`src/rtl/stream_mux_n.sv`:
```
// N-channel valid/ready stream multiplexer with a single registered output stage.
// Channels are selected either by a software index or by round-robin arbitration.
module stream_mux_n #(
  parameter int WIDTH = 8,
  parameter int N     = 4,
  localparam int SW   = (N > 1) ? $clog2(N) : 1
) (
  input  logic             clk,
  input  logic             rst,
  input  logic [N*WIDTH-1:0] in_data,
  input  logic [N-1:0]     in_valid,
  output logic [N-1:0]     in_ready,
  input  logic             mode,
  input  logic [SW-1:0]    sel,
  output logic [WIDTH-1:0] out_data,
  output logic [SW-1:0]    out_chan,
  output logic             out_valid,
  input  logic             out_ready
);

  localparam logic [SW-1:0] LAST_IDX = SW'(N - 1);

  logic [WIDTH-1:0] chan_data [N];
  logic [N-1:0]     upper_mask;
  logic [N-1:0]     sel_hit;
  logic [N-1:0]     grant_oh;

  logic [WIDTH-1:0] out_data_reg, out_data_next;
  logic [SW-1:0]    out_chan_reg, out_chan_next;
  logic             out_valid_reg, out_valid_next;
  logic [SW-1:0]    ptr_reg, ptr_next;

  logic             load;
  logic [N-1:0]     upper_valid;
  logic [N-1:0]     scan_vec;
  logic [SW-1:0]    rr_idx;
  logic             rr_any;
  logic             fixed_hit;
  logic [SW-1:0]    grant;
  logic             grant_valid;
  logic [WIDTH-1:0] mux_data;

  // Per-channel slicing, pointer mask and one-hot decode of the grant.
  generate
    for (genvar gi = 0; gi < N; gi++) begin : g_chan
      assign chan_data[gi]  = in_data[gi*WIDTH +: WIDTH];
      assign upper_mask[gi] = (SW'(gi) >= ptr_reg);
      assign sel_hit[gi]    = in_valid[gi] && (sel == SW'(gi));
      assign grant_oh[gi]   = grant_valid && (grant == SW'(gi));
      assign in_ready[gi]   = load && grant_oh[gi];
    end
  endgenerate

  assign load = !out_valid_reg || out_ready;

  // Round-robin: lowest valid index at or above ptr, else wrap to lowest valid overall.
  always_comb begin
    upper_valid = in_valid & upper_mask;
    scan_vec    = (|upper_valid) ? upper_valid : in_valid;
    rr_any      = |in_valid;
    rr_idx      = '0;
    for (int i = N - 1; i >= 0; i--) begin
      if (scan_vec[i]) begin
        rr_idx = SW'(i);
      end
    end
  end

  // An out-of-range sel matches no channel, so it naturally yields no grant.
  assign fixed_hit   = |sel_hit;
  assign grant       = mode ? rr_idx : sel;
  assign grant_valid = !rst && (mode ? rr_any : fixed_hit);

  always_comb begin
    mux_data = '0;
    for (int i = 0; i < N; i++) begin
      if (grant_oh[i]) begin
        mux_data = mux_data | chan_data[i];
      end
    end
  end

  always_comb begin
    out_data_next  = out_data_reg;
    out_chan_next  = out_chan_reg;
    out_valid_next = out_valid_reg;
    ptr_next       = ptr_reg;
    if (load) begin
      if (grant_valid) begin
        out_data_next  = mux_data;
        out_chan_next  = grant;
        out_valid_next = 1'b1;
        if (mode) begin
          ptr_next = (grant == LAST_IDX) ? '0 : grant + SW'(1);
        end
      end else begin
        out_valid_next = 1'b0;
      end
    end
  end

  always_ff @(posedge clk) begin
    if (rst) begin
      out_data_reg  <= '0;
      out_chan_reg  <= '0;
      out_valid_reg <= 1'b0;
      ptr_reg       <= '0;
    end else begin
      out_data_reg  <= out_data_next;
      out_chan_reg  <= out_chan_next;
      out_valid_reg <= out_valid_next;
      ptr_reg       <= ptr_next;
    end
  end

  assign out_data  = out_data_reg;
  assign out_chan  = out_chan_reg;
  assign out_valid = out_valid_reg;

endmodule

```
`config.mk`:
```
export PLATFORM = sky130hd
export DESIGN_NAME = stream_mux_n
export DESIGN_NICKNAME = d
export VERILOG_FILES = /design/src/rtl/stream_mux_n.sv
export SDC_FILE = /design/constraint.sdc
export NUM_CORES = 1
export LEC_CHECK = 0
export ABC_AREA = 1
export CORE_UTILIZATION = 30
export CTS_CLUSTER_DIAMETER = 50
export DETAILED_ROUTE_END_ITERATION = 7
export PLACE_DENSITY_LB_ADDON = 0.15
export REMOVE_ABC_BUFFERS = 1
export SLEW_MARGIN = 5
export SYNTH_ARGS = -nofsm -noshare
export SYNTH_HDL_FRONTEND = slang
export SYNTH_SLANG_ARGS = --single-unit
```
`constraint.sdc`:
```
create_clock -name clk -period 3 [get_ports clk]
set_clock_uncertainty 0.1 [all_clocks]
set_input_delay 0.45 -clock clk [delete_from_list [all_inputs] [get_ports clk]]
set_output_delay 0.45 -clock clk [all_outputs]
set_load 0.01 [all_outputs]
```
==> results of run 1 <==
## cell type report
| type | count | area [um^2] |
|---|---|---|
| clock buffers | 4 | 45.0 |
| fillers | 369 | 1640 |
| inverters | 31 | 116 |
| multi-input cells | 140 | 697 |
| flip-flops and latches | 13 | 260 |
| well taps | 46 | 57.6 |
| repair buffers | 68 | 653 |
## logic make-up (layout without fill, tap and decap cells)
kind of cell / after synthesis / in the layout
flip-flops: 13 / 13
adder cells (fa/ha/maj): 4 / 4
AO/OA/AOI/OAI: 6 / 6
buffers and inverters: 42 / 103
AND/OR/NAND/NOR: 130 / 130
## where the power goes
| group | internal (mW) | switching [mW] | leakage, nW |
|---|---|---|---|
| clock network | 0.0941 | 0.0693 | 0.0228 |
| logic | 0.143 | 0.132 | 0.825 |
| registers | 0.196 | 0.0112 | 0.108 |
## final timing paths
| path | end | slack [ns] | depth (start not counted) |
|---|---|---|---|
| setup / recovery | in_ready[3] | 0.23 | 11 |
| hold / removal | out_chan[1] | 0.37 | 2 |
| setup reg to reg | out_data[4] | 0.99 | 14 |
| hold reg to reg | out_chan[1] | 0.37 | 2 |
## stage by stage
step | util, % | instances | TNS [ns] | power [mW] | cell area (um^2)
6_report | 52.7 | 302 | 0 | 0.646 | 1830
5_1_grt | 52.7 | 302 | 0 | 0.692 | 1830
4_1_cts | 52.6 | 302 | 0 | 0.654 | 1820
3_5_place_dp | 51.2 | 298 | -0.156 | 0.488 | 1770
3_3_place_gp | 51.2 | 298 | -0.0107 | 0.486 | 1770
2_1_floorplan | - | 184 | 0 | 0.337 | 1070
## per-layer routing
metal	share of wire, %	global-route usage [%]
met5	0	0
met4	1.0	5.68
met3	5.7	4.35
met2	45	29.6
met1	48	21.4
## synthesized netlist by cell type, drive strengths merged
cell type / number / area (um^2)
nand2: 59 / 229
o21bai: 1 / 7.51
clkbuf: 3 / 11.3
dfxtp: 13 / 260
a21oi: 4 / 23.8
nand3b: 1 / 7.51
nand3: 9 / 62.6
nor2: 34 / 135
ha: 4 / 50.1
buf: 8 / 46.3
nand4: 27 / 169
inv: 31 / 116
o21ai: 1 / 5.00
## cell usage in the layout (no fill, tap or decap)
cell             count
nand2_1             58
clkdlybuf4s50_1     52
nor2_1              31
inv_1               29
nand4_1             27
dfxtp_1             13
buf_4               12
nand3_1              7
ha_1                 4
nor2_2               3
clkbuf_8             3
a21oi_2              2
a21oi_1              2
inv_2                2
dlymetal6s2s_1       2
dlygate4sd2_1        2
nand3b_1             1
o21bai_2             1
nand2_4              1
nand3_4              1
nand3_2              1
o21ai_0              1
clkbuf_1             1
## tightest hold or removal path, cell delays in order, from the launching register on
cell     delay [ns]
dfxtp_1        0.31
nand3_1        0.07
nand2_1        0.05
==> reports/results.tsv, run 1 <==
stage	metric	value	unit
hold_path	Hold/Removal Path Class	reg -> reg	
floorplanning	std cell rows	21	
global_routing	vias in the first global route	1315	
worst_setup_path	WP data required	2.45	ns
worst_setup_path	WS Path Type	in -> out	
clocking	# hold bufs at CTS	0	
sta	Worst slew margin	75.7	%
clocking	clk root buf	clkbuf_8	
synth	Post-Syn Area	1120	um^2
sta	Slew Limit Fails	0	
drt	final WL	3290	um
synth	Synth cell types	22	
sta	Final WS setup	0.226	ns
synth	Syn. warnings	0	
worst_setup_path	Worst EP arrival	2.22	ns
floorplanning	initial core utilization	32.4	%
synth	mux contribution to synthesized area	0	%
floorplanning	core area	3470	um^2
finish	max FFs per register	8	
clocking	H-Tree Depth	1	
worst_setup_path	worst path cell trace	clkdlybuf4s50_1 > a21oi_2 > nand4_1 > nand2_1 > nand2_1 > nand3_1 > inv_1 > ha_1 > inv_1 > nor2_1 > dlygate4sd2_1	
global_routing	largest net degree at the start of global routing	37	
floorplanning	Die ar.	3990	um^2
sta	final setup fails	0	
synth	Post-Synthesis Cells	195	
drt	wire per inst	10.9	um
global_routing	first-pass GRT wire length	5550	um
worst_setup_path	crit-path max FO	4	
clocking	Post-CTS Setup Bufs	0	
clocking	post-cts resize count	4	
global_routing	GRT overflow	0	
worst_setup_path	CP delay by family, top	buffers and inverters	
sta	slew at the pin closest to its max-slew limit	0.364	ns
clocking	clk sinks	13	
power_and_ir_drop	Lkg Pwr	0.956	nW
power_and_ir_drop	VDD IR max	0.000204	V
worst_setup_path	crit path from	in_valid[1]	
finish	layout cells sized above 1	10.2	%
synth	Synth Area in Simple Gates	53.7	%
synth	synthesized area per cell	5.76	um^2
drt	vias	1364	
sta	Final Hold Viols	0	
sta	Final period util	92.5	%
clocking	Clock Pin Slew Worst Setup and Hold Paths	0.06	ns
drt	vias per cell	4.52	
clocking	latest clock arrival within the worst-skew pair	0.25	ns
synth	register area share after synthesis	23.2	%
drt	Routed Antenna Nets	0	
finish	antenna diode count	0	
global_routing	initial antenna violation count	0	
worst_setup_path	Critical R2R Launch	ptr_reg[1]	
worst_setup_path	worst path bufs/invs	4	
hold_path	Hold Path Origin	out_chan[1]	
finish	Area growth syn-to-layout	62.8	%
drt	first-pass detailed-route iteration total	4	
floorplanning	Die X	63.2	um
job	count of max-cap constraint violations	0	
sta	fin crit period	2.77	ns
placed_design	estimated wirelength of the detail-placed design	2420	um
clocking	TritonCTS clock tree	done	
sta	worst hold slack	0.373	ns
outcome	status	finished, final reports clean	
synth	Post-Synth XOR/XNOR Area	0	%
global_routing	GR Util All Layers	17.4	%
drt	DRT iter0 DRCs	60	
synth	area share of fa/ha/maj cells after synthesis	4.45	%
floorplanning	Die Ht	63.2	um
clocking	CTS Buf Count	3	
sta	Max Freq	360	MHz
synth	largest family of logic cells by synthesized area	simple AND/OR/NAND/NOR gates	
worst_setup_path	Slowest-stage cell, CP	clkdlybuf4s50_1	
placed_design	IO Port Bufs	56	
sta	RSZ-0062 raised after global routing	no	
clocking	Max clock buf depth	2	
synth	#FFs+latches synth	13	
placed_design	GP Congestion	0.765	
worst_setup_path	crit end category	primary output	
synth	Synth Area in Compound Gates	3.23	%
finish	NumNets Final	303	
worst_setup_path	Startpoint Class	primary input	
placed_design	dpl ws	-0.0751	ns
drt	# DRC	0	
floorplanning	I/O Pins	57	
worst_setup_path	Largest stage delay, worst path	0.48	ns
power_and_ir_drop	pwr/cell area	353	nW/um^2
(Power assumes the default switching activity.)
==> run 2: changes to the inputs <==
Settings changed: CORE_MARGIN set to 4.
==> reports/results.tsv, run 2 (synthesis gave the netlist of run 1 again) <==
stage	metric	value	unit	change
drt	first-pass detailed-route iteration total	4		unchanged
drt	vias	1360		was 1364
outcome	status	finished, final reports clean		unchanged
sta	Final period util	92.3	%	was 92.5%
clocking	latest clock arrival within the worst-skew pair	0.24	ns	was 0.25 ns
sta	Slew Limit Fails	0		unchanged
finish	most frequent cells in the layout	nand2_1 (58), clkdlybuf4s50_1 (52), nor2_1 (31)		unchanged
power_and_ir_drop	Tot Pwr	639	uW	was 646 uW
clocking	H-Tree Depth	1		unchanged
global_routing	GR Util All Layers	14.6	%	was 17.4%
floorplanning	I/O Pins	57		unchanged
clocking	TritonCTS clock tree	done		unchanged
worst_setup_path	WP data required	2.45	ns	about the same
finish	fin util	52.5	%	was 52.7%
worst_setup_path	Startpoint Class	primary input		unchanged
clocking	clk root buf	clkbuf_8		unchanged
placed_design	IO Port Bufs	56		unchanged
finish	most common cell after layout, fill and taps aside	nand2_1		unchanged
worst_setup_path	Largest stage delay, worst path	0.47	ns	was 0.48 ns
power_and_ir_drop	Lkg Pwr	0.943	nW	was 0.956 nW
drt	wire per inst	11.3	um	was 10.9 um
sta	Worst slew margin	76.2	%	was 75.7%
worst_setup_path	Slowest-stage cell, CP	clkdlybuf4s50_1		unchanged
clocking	Clock Pin Slew Worst Setup and Hold Paths	0.05	ns	was 0.06 ns
placed_design	GP Congestion	0.855		was 0.765
finish	fin area	1820	um^2	was 1830 um^2
finish	layout cells sized above 1	9.77	%	was 10.2%
job	count of max-cap constraint violations	0		unchanged
finish	NumNets Final	303		unchanged
global_routing	initial antenna violation count	0		unchanged
floorplanning	Die Ht	69.2	um	was 63.2 um
worst_setup_path	WS Path Type	in -> out		unchanged
worst_setup_path	crit-path max FO	4		unchanged
placed_design	estimated wirelength of the detail-placed design	2570	um	was 2420 um
floorplanning	initial core utilization	32.4	%	unchanged
global_routing	vias in the first global route	1323		was 1315
power_and_ir_drop	pwr/cell area	351	nW/um^2	was 353 nW/um^2
finish	antenna diode count	0		unchanged
drt	# DRC	0		unchanged
global_routing	GRT overflow	0		unchanged
floorplanning	core area	3470	um^2	unchanged
clocking	# hold bufs at CTS	0		unchanged
hold_path	Hold/Removal Path Class	reg -> reg		unchanged
sta	RSZ-0062 raised after global routing	no		unchanged
floorplanning	Die X	69.2	um	was 63.2 um
drt	vias per cell	4.50		was 4.52
worst_setup_path	worst path cell trace	clkdlybuf4s50_1 > a21oi_1 > nand4_1 > nand3_1 > nand3_1 > inv_1 > ha_1 > inv_1 > nor2_1 > dlygate4sd2_1		was clkdlybuf4s50_1 > a21oi_2 > nand4_1 > nand2_1 > nand2_1 > nand3_1 > inv_1 > ha_1 > inv_1 > nor2_1 > dlygate4sd2_1
global_routing	largest net degree at the start of global routing	37		unchanged
placed_design	dpl cell area	1770	um^2	unchanged
worst_setup_path	Worst EP arrival	2.22	ns	about the same
sta	Final Hold Viols	0		unchanged
drt	Routed Antenna Nets	0		unchanged
global_routing	first-pass GRT wire length	5890	um	was 5550 um
sta	Max Freq	361	MHz	was 360 MHz
sta	final setup fails	0		unchanged
drt	final WL	3400	um	was 3290 um
sta	slew at the pin closest to its max-slew limit	0.357	ns	was 0.364 ns
finish	max FFs per register	8		unchanged
floorplanning	std cell rows	21		unchanged
clocking	Max clock buf depth	2		unchanged
worst_setup_path	CP delay by family, top	buffers and inverters		unchanged
clocking	CTS Buf Count	3		unchanged
sta	fin crit period	2.77	ns	about the same
floorplanning	Die ar.	4790	um^2	was 3990 um^2
worst_setup_path	crit end category	primary output		unchanged
clocking	clk sinks	13		unchanged
drt	DRT iter0 DRCs	53		was 60
clocking	Post-CTS Setup Bufs	0		unchanged
worst_setup_path	worst path bufs/invs	4		unchanged
power_and_ir_drop	VDD IR max	0.000258	V	was 0.000204 V
finish	Area growth syn-to-layout	62.1	%	was 62.8%
run 2: cell count changes in the layout (fill, tap and decap cells not counted):
cell and delta:
a21oi_1 +1, a21oi_2 -1, dlygate4sd2_1 +1, dlymetal6s2s_1 -1
run 2: report_power, final:
| part | leakage (nW) | switching, mW | internal, mW | total (mW) |
|---|---|---|---|---|
| clock | 0.0228 | 0.0629 | 0.0938 | 0.157 |
| combinational | 0.812 | 0.132 | 0.143 | 0.275 |
| sequential | 0.108 | 0.0112 | 0.196 | 0.207 |
| total | 0.943 | 0.206 | 0.433 | 0.639 |
run 2: layer usage:
layer	share of wire [%]	GRT usage, %	routed length [um]	up-vias
met4	0.41	3.04	14	0
met5	0	0	0	-
met2	45	23.1	1530	38
met1	50	19.8	1700	580
met3	4.7	4.20	161	2
li1	-	-	-	740
run 2: tightest hold or removal path, delay by kind of cell, from the launching register on:
family           cells  cell delay (ns)
DFF                  1             0.31
and+or+nand+nor      2             0.12
run 2: final cells by class:
| cell class | instances | area, um^2 |
|---|---|---|
| clock buffer | 4 | 45.0 |
| fill | 356 | 1650 |
| timing repair buffer | 68 | 649 |
| sequential | 13 | 260 |
| multi-input combinational | 140 | 693 |
| inverter | 31 | 116 |
| tap | 46 | 57.6 |
run 2: path summary, 6_finish.rpt:
kind / start / to / slack, ns / cells after the start
setup reg to reg: ptr_reg[1] / out_data[7] / 0.93 / 14
hold / removal: out_chan[1] / out_chan[1] / 0.39 / 2
hold reg to reg: out_chan[1] / out_chan[1] / 0.39 / 2
setup / recovery: in_valid[1] / in_ready[3] / 0.23 / 10
run 2: timing repair:
item / in CTS / in global routing
gates resized for setup: 4 / 1
endpoints found under the setup margin: 4 / 1
endpoints found under the hold margin: 0 / 0
run 2: stage by stage:
| step | std cells | worst slack, ns | setup TNS [ns] | hold slack (ns) |
|---|---|---|---|---|
| floorplan | 184 | 0.904 | 0 | 0.364 |
| global placement | 298 | -0.00229 | -0.00229 | 0.367 |
| detailed placement | 298 | -0.0702 | -0.216 | 0.374 |
| CTS | 302 | 0.0319 | 0 | 0.394 |
| global route | 302 | 0.0362 | 0 | 0.413 |
| finish | 302 | 0.232 | 0 | 0.390 |
